## src/rtl/mmio_uart_tx_pkg.sv

```systemverilog
// Shared types and constants for the memory-mapped UART transmitter.
package mmio_uart_tx_pkg;

  typedef logic [3:0]  wrstb_t;
  typedef logic [15:0] div_t;

  typedef enum logic [1:0] {IDLE, START, DATA, STOP} uart_state_e;

  // Register word index, taken from dmem_addr[3:2].
  localparam logic [1:0] REG_DATA   = 2'd0;
  localparam logic [1:0] REG_STATUS = 2'd1;
  localparam logic [1:0] REG_DIV    = 2'd2;
  localparam logic [1:0] REG_IRQ_EN = 2'd3;

  localparam int unsigned ST_BUSY    = 0;
  localparam int unsigned ST_FULL    = 1;
  localparam int unsigned ST_EMPTY   = 2;
  localparam int unsigned ST_OVF     = 3;
  localparam int unsigned ST_LVL_LSB = 8;

  function automatic div_t eff_div(input div_t d);
    return (d == '0) ? div_t'(1) : d;
  endfunction

endpackage

```

## src/rtl/mmio_uart_tx_sync_fifo.sv

```systemverilog
// Synchronous FIFO with extra-MSB pointers; push when full and pop when empty are ignored.
module sync_fifo #(
  parameter int unsigned WIDTH = 8,
  parameter int unsigned DEPTH = 8
) (
  input  logic                     clk,
  input  logic                     rst_n,
  input  logic                     push,
  input  logic [WIDTH-1:0]         wdata,
  input  logic                     pop,
  output logic [WIDTH-1:0]         rdata,
  output logic                     full,
  output logic                     empty,
  output logic [$clog2(DEPTH):0]   level
);

  localparam int unsigned AW = $clog2(DEPTH);

  logic [AW:0]      wr_ptr_q, wr_ptr_d, rd_ptr_q, rd_ptr_d;
  logic [WIDTH-1:0] mem_q [DEPTH];
  logic             do_push, do_pop;

  assign full  = (wr_ptr_q[AW] != rd_ptr_q[AW]) && (wr_ptr_q[AW-1:0] == rd_ptr_q[AW-1:0]);
  assign empty = (wr_ptr_q == rd_ptr_q);
  assign level = wr_ptr_q - rd_ptr_q;
  assign rdata = mem_q[rd_ptr_q[AW-1:0]];

  always_comb begin
    do_push  = push && !full;
    do_pop   = pop && !empty;
    wr_ptr_d = wr_ptr_q + {{AW{1'b0}}, do_push};
    rd_ptr_d = rd_ptr_q + {{AW{1'b0}}, do_pop};
  end

  always_ff @(posedge clk or negedge rst_n) begin
    if (!rst_n) begin
      wr_ptr_q <= '0;
      rd_ptr_q <= '0;
    end else begin
      wr_ptr_q <= wr_ptr_d;
      rd_ptr_q <= rd_ptr_d;
    end
  end

  always_ff @(posedge clk) begin
    if (do_push) mem_q[wr_ptr_q[AW-1:0]] <= wdata;
  end

endmodule

```

## src/rtl/mmio_uart_tx.sv

```systemverilog
// MMIO 8N1 UART transmitter with TX FIFO and programmable bit divisor.
// Define UART_TX_IRQ_EN to build the IRQ_EN register and the irq output.
module mmio_uart_tx
  import mmio_uart_tx_pkg::*;
#(
  parameter logic [31:0] BASE_ADDR  = 32'h8000_0000,
  parameter int unsigned FIFO_DEPTH = 8,
  parameter logic [15:0] DIV_RESET  = 16'd868
) (
  input  logic        clk,
  input  logic        rst_n,
  input  logic [31:0] dmem_addr,
  input  logic [31:0] dmem_wrdata,
  input  wrstb_t      dmem_wrstb,
  output logic [31:0] dmem_rddata,
  output logic        tx,
  output logic        irq
);

  uart_state_e state_q, state_d;
  div_t        div_q, div_d, cnt_q, cnt_d, reload;
  logic [2:0]  bit_q, bit_d;
  logic [7:0]  shreg_q, shreg_d, fifo_rdata;
  logic        tx_q, tx_d, ovf_q, ovf_d;
  logic        hit, wr_en, push_req, fifo_pop, fifo_full, fifo_empty, busy, irq_en_rd;
  logic [1:0]  reg_idx;
  logic [$clog2(FIFO_DEPTH):0] fifo_level;
  logic        unused_bits;

  assign hit         = (dmem_addr[31:4] == BASE_ADDR[31:4]);
  assign reg_idx     = dmem_addr[3:2];
  assign wr_en       = hit && (dmem_wrstb != '0);
  assign push_req    = wr_en && (reg_idx == REG_DATA) && dmem_wrstb[0];
  assign busy        = (state_q != IDLE);
  assign tx          = tx_q;
  assign unused_bits = ^{dmem_addr[1:0], dmem_wrdata[31:16], dmem_wrstb[3:2]};

  sync_fifo #(.WIDTH(8), .DEPTH(FIFO_DEPTH)) u_fifo (
    .clk   (clk),
    .rst_n (rst_n),
    .push  (push_req),
    .wdata (dmem_wrdata[7:0]),
    .pop   (fifo_pop),
    .rdata (fifo_rdata),
    .full  (fifo_full),
    .empty (fifo_empty),
    .level (fifo_level)
  );

  always_comb begin
    div_d = div_q;
    ovf_d = ovf_q;
    if (wr_en && reg_idx == REG_DIV) begin
      if (dmem_wrstb[0]) div_d[7:0]  = dmem_wrdata[7:0];
      if (dmem_wrstb[1]) div_d[15:8] = dmem_wrdata[15:8];
    end
    if (wr_en && reg_idx == REG_STATUS && dmem_wrstb[0] && dmem_wrdata[ST_OVF]) ovf_d = 1'b0;
    // Full is sampled before the edge, so a same-cycle pop never rescues the push.
    if (push_req && fifo_full) ovf_d = 1'b1;
  end

  always_comb begin
    state_d  = state_q;
    cnt_d    = cnt_q;
    bit_d    = bit_q;
    shreg_d  = shreg_q;
    fifo_pop = 1'b0;
    reload   = eff_div(div_q) - 16'd1;
    case (state_q)
      IDLE: if (!fifo_empty) begin
        fifo_pop = 1'b1;
        shreg_d  = fifo_rdata;
        cnt_d    = reload;
        state_d  = START;
      end
      START: if (cnt_q == '0) begin
        cnt_d   = reload;
        bit_d   = '0;
        state_d = DATA;
      end else cnt_d = cnt_q - 16'd1;
      DATA: if (cnt_q == '0) begin
        cnt_d = reload;
        if (bit_q == 3'd7) state_d = STOP;
        else begin
          bit_d   = bit_q + 3'd1;
          shreg_d = {1'b0, shreg_q[7:1]};
        end
      end else cnt_d = cnt_q - 16'd1;
      STOP: if (cnt_q == '0) begin
        if (!fifo_empty) begin
          fifo_pop = 1'b1;
          shreg_d  = fifo_rdata;
          cnt_d    = reload;
          state_d  = START;
        end else state_d = IDLE;
      end else cnt_d = cnt_q - 16'd1;
      default: state_d = IDLE;
    endcase
    tx_d = (state_d == START) ? 1'b0 : (state_d == DATA) ? shreg_d[0] : 1'b1;
  end

  always_ff @(posedge clk or negedge rst_n) begin
    if (!rst_n) begin
      state_q <= IDLE;
      cnt_q   <= '0;
      bit_q   <= '0;
      shreg_q <= '0;
      tx_q    <= 1'b1;
      div_q   <= DIV_RESET;
      ovf_q   <= 1'b0;
    end else begin
      state_q <= state_d;
      cnt_q   <= cnt_d;
      bit_q   <= bit_d;
      shreg_q <= shreg_d;
      tx_q    <= tx_d;
      div_q   <= div_d;
      ovf_q   <= ovf_d;
    end
  end

`ifdef UART_TX_IRQ_EN
  logic irq_en_q, irq_en_d, irq_q, irq_d;

  always_comb begin
    irq_en_d = irq_en_q;
    if (wr_en && reg_idx == REG_IRQ_EN && dmem_wrstb[0]) irq_en_d = dmem_wrdata[0];
    irq_d = irq_en_q && fifo_empty && !busy;
  end

  always_ff @(posedge clk or negedge rst_n) begin
    if (!rst_n) begin
      irq_en_q <= 1'b0;
      irq_q    <= 1'b0;
    end else begin
      irq_en_q <= irq_en_d;
      irq_q    <= irq_d;
    end
  end

  assign irq       = irq_q;
  assign irq_en_rd = irq_en_q;
`else
  assign irq       = 1'b0;
  assign irq_en_rd = 1'b0;
`endif

  always_comb begin
    dmem_rddata = '0;
    if (hit) begin
      case (reg_idx)
        REG_STATUS: begin
          dmem_rddata[ST_BUSY]                 = busy;
          dmem_rddata[ST_FULL]                 = fifo_full;
          dmem_rddata[ST_EMPTY]                = fifo_empty;
          dmem_rddata[ST_OVF]                  = ovf_q;
          dmem_rddata[ST_LVL_LSB+3:ST_LVL_LSB] = 4'(fifo_level);
        end
        REG_DIV:    dmem_rddata[15:0] = div_q;
        REG_IRQ_EN: dmem_rddata[0]    = irq_en_rd;
        default:    dmem_rddata = '0;
      endcase
    end
  end

endmodule

```

## config.mk

```make
export PLATFORM = sky130hd
export DESIGN_NAME = mmio_uart_tx
export DESIGN_NICKNAME = d
export VERILOG_FILES = /design/src/rtl/mmio_uart_tx_pkg.sv /design/src/rtl/mmio_uart_tx_sync_fifo.sv /design/src/rtl/mmio_uart_tx.sv
export SDC_FILE = /design/constraint.sdc
export NUM_CORES = 1
export LEC_CHECK = 0
export ABC_AREA = 1
export CAP_MARGIN = 20
export CORE_ASPECT_RATIO = 1.1
export CORE_MARGIN = 5
export CORE_UTILIZATION = 59
export DETAILED_ROUTE_END_ITERATION = 6
export GPL_TIMING_DRIVEN = 0
export PLACE_DENSITY = 0.95
export SETUP_SLACK_MARGIN = 0.02
export SLEW_MARGIN = 20
export SYNTH_ARGS = -nofsm -noshare
export SYNTH_HDL_FRONTEND = slang
export SYNTH_SLANG_ARGS = --single-unit
```

## constraint.sdc

```tcl
create_clock -name clk -period 4.1 [get_ports clk]
set_input_delay 0.82 -clock clk [delete_from_list [all_inputs] [get_ports clk]]
set_output_delay 0.82 -clock clk [all_outputs]
set_load 0.02 [all_outputs]
```

==> implementation parameters <==
Parameter                              Value

Timing
  Share of the clock period used by the worst path after layout ... 0.974
  Max-slew headroom at the worst pin ... 0.446
  Final total negative setup slack ... 0 ns
  Max-slew violation total from the final report ... 0
  Clock Skew ... about 0.0089 ns
  Worst hold-check slack ... 0.460 ns
  Endpoints failing hold ... 0
  Worst slew pin tran ... 0.826 ns
  Shortest clock period the worst path allows after layout ... 3.99 ns
  RSZ-0062 raised after global routing ... true
  Final setup violating endpoints ... 0
  Achievable Freq ... 0.251 GHz

Global route
  Pin count of the biggest net entering global routing ... 56
  Total global routing overflow ... 0
  Wire length of the first global-routing pass ... 32.1 mm
  Number of global-route vias before repair ... 6580
  Initial antenna violation count ... 0
  Total global routing track utilization ... 0.282

Synthesis
  Sequential-to-total area share from yosys stat ... 0.470
  Top area cells in the synthesized netlist ... sky130_fd_sc_hd__edfxtp_1 27%, sky130_fd_sc_hd__dfrtp_1 17%, sky130_fd_sc_hd__nand2_1 12%
  Number of warning messages in the yosys log ... 0
  Mapped Avg Cell Area ... 8.29 um^2
  Flip-flop cell with the highest count after synthesis ... sky130_fd_sc_hd__edfxtp_1
  Netlist cell types ... 48
  Number of flip-flops and latches in the synthesized netlist ... between 100 and 150
  Synth Cell Area ... 0.00704 mm^2
  Synth area leader ... sky130_fd_sc_hd__edfxtp_1
  Cells after synthesis ... 849
  Async set or reset register ratio after synthesis ... 0.462
  Post-synth EDFFs ... 64
  Top-area cell type share of the netlist area ... 0.273

Final layout
  Area overhead of the layout relative to synthesis ... 22.2%
  Most common cell after layout, fill and taps aside ... sky130_fd_sc_hd__nand2_1
  Leading cell types in the layout, fill and taps excluded ... 227 x sky130_fd_sc_hd__nand2_1, 92 x sky130_fd_sc_hd__nor2_1, 68 x sky130_fd_sc_hd__inv_1
  Non-filler instance count after layout ... roughly 1100
  Net total in the final layout ... 1042
  Share of the core filled with cells in the final layout ... 0.742
  N_diodes ... 0
  Final cell area excluding filler cells ... 0.00860 mm^2
  Fraction of final layout cells sized beyond drive strength 1 ... 0.127

Setup path
  Worst EP required ... 3.28 ns
  Nature of the critical path endpoint ... primary output
  Setup Crit Path Kind ... reg2out
  Arrival time of the worst setup path ... roughly 3.2 ns
  Critical path launch point type ... register
  Crit Path Max Fanout ... 13

Worst hold path
  Hold/Removal Path Class ... in2async

Drt
  Total number of vias ... 6658
  Pre-antenna DRT Iters ... 7
  Routed wire per std cell ... 17.6 um
  Vias per Instance ... 5.97
  Drt first-iter violations ... 824
  Post-DRT Antenna Nets ... 0
  Total wire length after detailed routing ... 19.7 mm
  Number of remaining DRC errors ... 0

Place
  Standard cell area after detailed placement ... 0.00797 mm^2
  Global placer's final weighted congestion ... 0.928
  Detailed Place HPWL ... between 10 and 15 mm
  Placed Cells incl. Taps ... 1081
  Buffers on Ports ... 65

Die
  Std-Cell Rows ... 41
  Effective utilization at floorplan ... 0.607
  Area of the core region ... 0.0116 mm^2
  Full die area ... 0.0142 mm^2
  Die outline width ... around 110 um
  I/O Pins ... around 100
  DIE HEIGHT ... 125 um

CTS
  Depth of the CTS H-tree ... 4
  Clock latency on the worst-skew pair ... 0.42 ns
  Clock Root Buffer ... sky130_fd_sc_hd__clkbuf_16
  Number of buffers created by CTS ... 17
  Clk slew on worst S/H paths ... approximately 0.06 ns
  Maximum clock path buffer count ... 2
  Cts hold-fix bufs ... 0
  Clock tree from TritonCTS ... done
  CTS sink cnt ... 119

Pwr
  Peak supply drop ... roughly 380 uV
  Cell area power density ... 426 mW/mm^2
  Leakage component of the power ... 3.96 nW

Outcome
  Status ... complete, no violations

Job
  Maximum capacitance violations ... 0
-- final timing paths --
check	slack, ns	to	depth (start not counted)	startpoint
max in group asynchronous	3.11	u_fifo.rd_ptr_q[1]$_DFF_PN0_	1	rst_n
setup / recovery	0.11	dmem_rddata[2]	10	u_fifo.rd_ptr_q[1]$_DFF_PN0_
hold / removal	0.46	bit_q[2]$_DFFE_PN0P_	1	rst_n
min in group clk	0.48	shreg_q[0]$_DFF_PN0_	2	shreg_q[0]$_DFF_PN0_
setup reg to reg	1.11	cnt_q[8]$_DFF_PN0_	15	div_q[2]$_DFFE_PN1P_
hold reg to reg	0.48	shreg_q[0]$_DFF_PN0_	2	shreg_q[0]$_DFF_PN0_
-- cell type report --
type	instances	area [um^2]
multi-input cells	626	3290
well taps	150	188
plain buffers	42	241
flip-flops and latches	119	3310
fillers	747	2990
inverters	76	292
repair buffers	71	691
clock inverters	15	165
clock buffers	17	425
-- metrics by stage --
| stage | worst slack [ns] | power [W] |
|---|---|---|
| final | 0.109 | 0.00366 |
| after global placement | 0.0486 | 0.00214 |
| after floorplan | 1.14 | 0.00192 |
| after global routing | -0.0308 | 0.00380 |
| after CTS | -0.00443 | 0.00364 |
| after detailed placement | -0.0888 | 0.00215 |
-- sequential cells by signal (all words and copies together), names as in the netlist --
| name | cells |
|---|---|
| tx | 1 |
| bit_q | 3 |
| ovf_q | 1 |
| shreg_q | 8 |
| u_fifo.mem_q | 64 |
| div_q | 16 |
| u_fifo.wr_ptr_q | 4 |
| state_q | 2 |
| cnt_q | 16 |
| u_fifo.rd_ptr_q | 4 |
-- critical path: stages, from the launching register on --
cell                              delay (ns)
sky130_fd_sc_hd__dfrtp_2                0.46
sky130_fd_sc_hd__inv_1                  0.26
sky130_fd_sc_hd__ha_1                   0.37
sky130_fd_sc_hd__nand2_1                0.06
sky130_fd_sc_hd__nor2_1                 0.13
sky130_fd_sc_hd__nand2_1                0.11
sky130_fd_sc_hd__buf_2                  0.21
sky130_fd_sc_hd__inv_2                  0.21
sky130_fd_sc_hd__nand2_1                0.10
sky130_fd_sc_hd__a21oi_1                0.20
sky130_fd_sc_hd__clkdlybuf4s50_1        0.64
-- kinds of logic after synthesis --
family                   after synthesis  synth area share
multiplexers                           1           0.00142
buffers and inverters                120            0.0763
adder cells (fa/ha/maj)               19            0.0348
AO/OA/AOI/OAI                        122             0.100
XOR/XNOR                              22            0.0274
flip-flops                           119             0.470
other                                  1          0.000533
AND/OR/NAND/NOR                      445             0.290
-- power breakdown --
part | switching, W | internal (W)
registers | 0.0000227 | 0.00129
logic | 0.000570 | 0.000277
clock network | 0.000592 | 0.000908
-- cell usage after synthesis (3+ instances only) --
cell type / count
sky130_fd_sc_hd__dfstp_2: 6
sky130_fd_sc_hd__nand4_1: 15
sky130_fd_sc_hd__inv_1: 69
sky130_fd_sc_hd__nor3_1: 10
sky130_fd_sc_hd__nand2_1: 227
sky130_fd_sc_hd__edfxtp_1: 64
sky130_fd_sc_hd__nand2_2: 3
sky130_fd_sc_hd__nand3_4: 3
sky130_fd_sc_hd__dfrtp_1: 49
sky130_fd_sc_hd__ha_1: 18
sky130_fd_sc_hd__buf_2: 7
sky130_fd_sc_hd__xor2_1: 16
sky130_fd_sc_hd__buf_4: 18
sky130_fd_sc_hd__nor4_1: 7
sky130_fd_sc_hd__nor2_1: 93
sky130_fd_sc_hd__nor2_4: 4
sky130_fd_sc_hd__nand2_4: 4
sky130_fd_sc_hd__a22oi_1: 3
sky130_fd_sc_hd__nand3_1: 59
sky130_fd_sc_hd__clkbuf_1: 18
sky130_fd_sc_hd__xnor2_1: 6
sky130_fd_sc_hd__nor2_2: 3
sky130_fd_sc_hd__o21ai_0: 56
sky130_fd_sc_hd__o21ai_1: 11
sky130_fd_sc_hd__or2_2: 8
sky130_fd_sc_hd__o22ai_1: 9
sky130_fd_sc_hd__inv_2: 5
sky130_fd_sc_hd__o211ai_1: 20
sky130_fd_sc_hd__a21oi_1: 16
-- routing by layer --
layer	routed length, um	up-vias	track usage	share of wire
met5	0	-	0	0
met4	1040	0	0.157	0.053
met3	1950	117	0.0680	0.099
met2	9590	474	0.466	0.49
met1	7110	3040	0.334	0.36
li1	-	3027	-	-
-- repair_timing --
item / CTS / global route
setup endpoints to repair: 10 / 5
pin swaps: 1 / 0
buffers inserted: 1 / 4
cloned: 0 / 0
resized for setup: 1 / 3
Note: power is estimated with default switching activity, not from simulation.
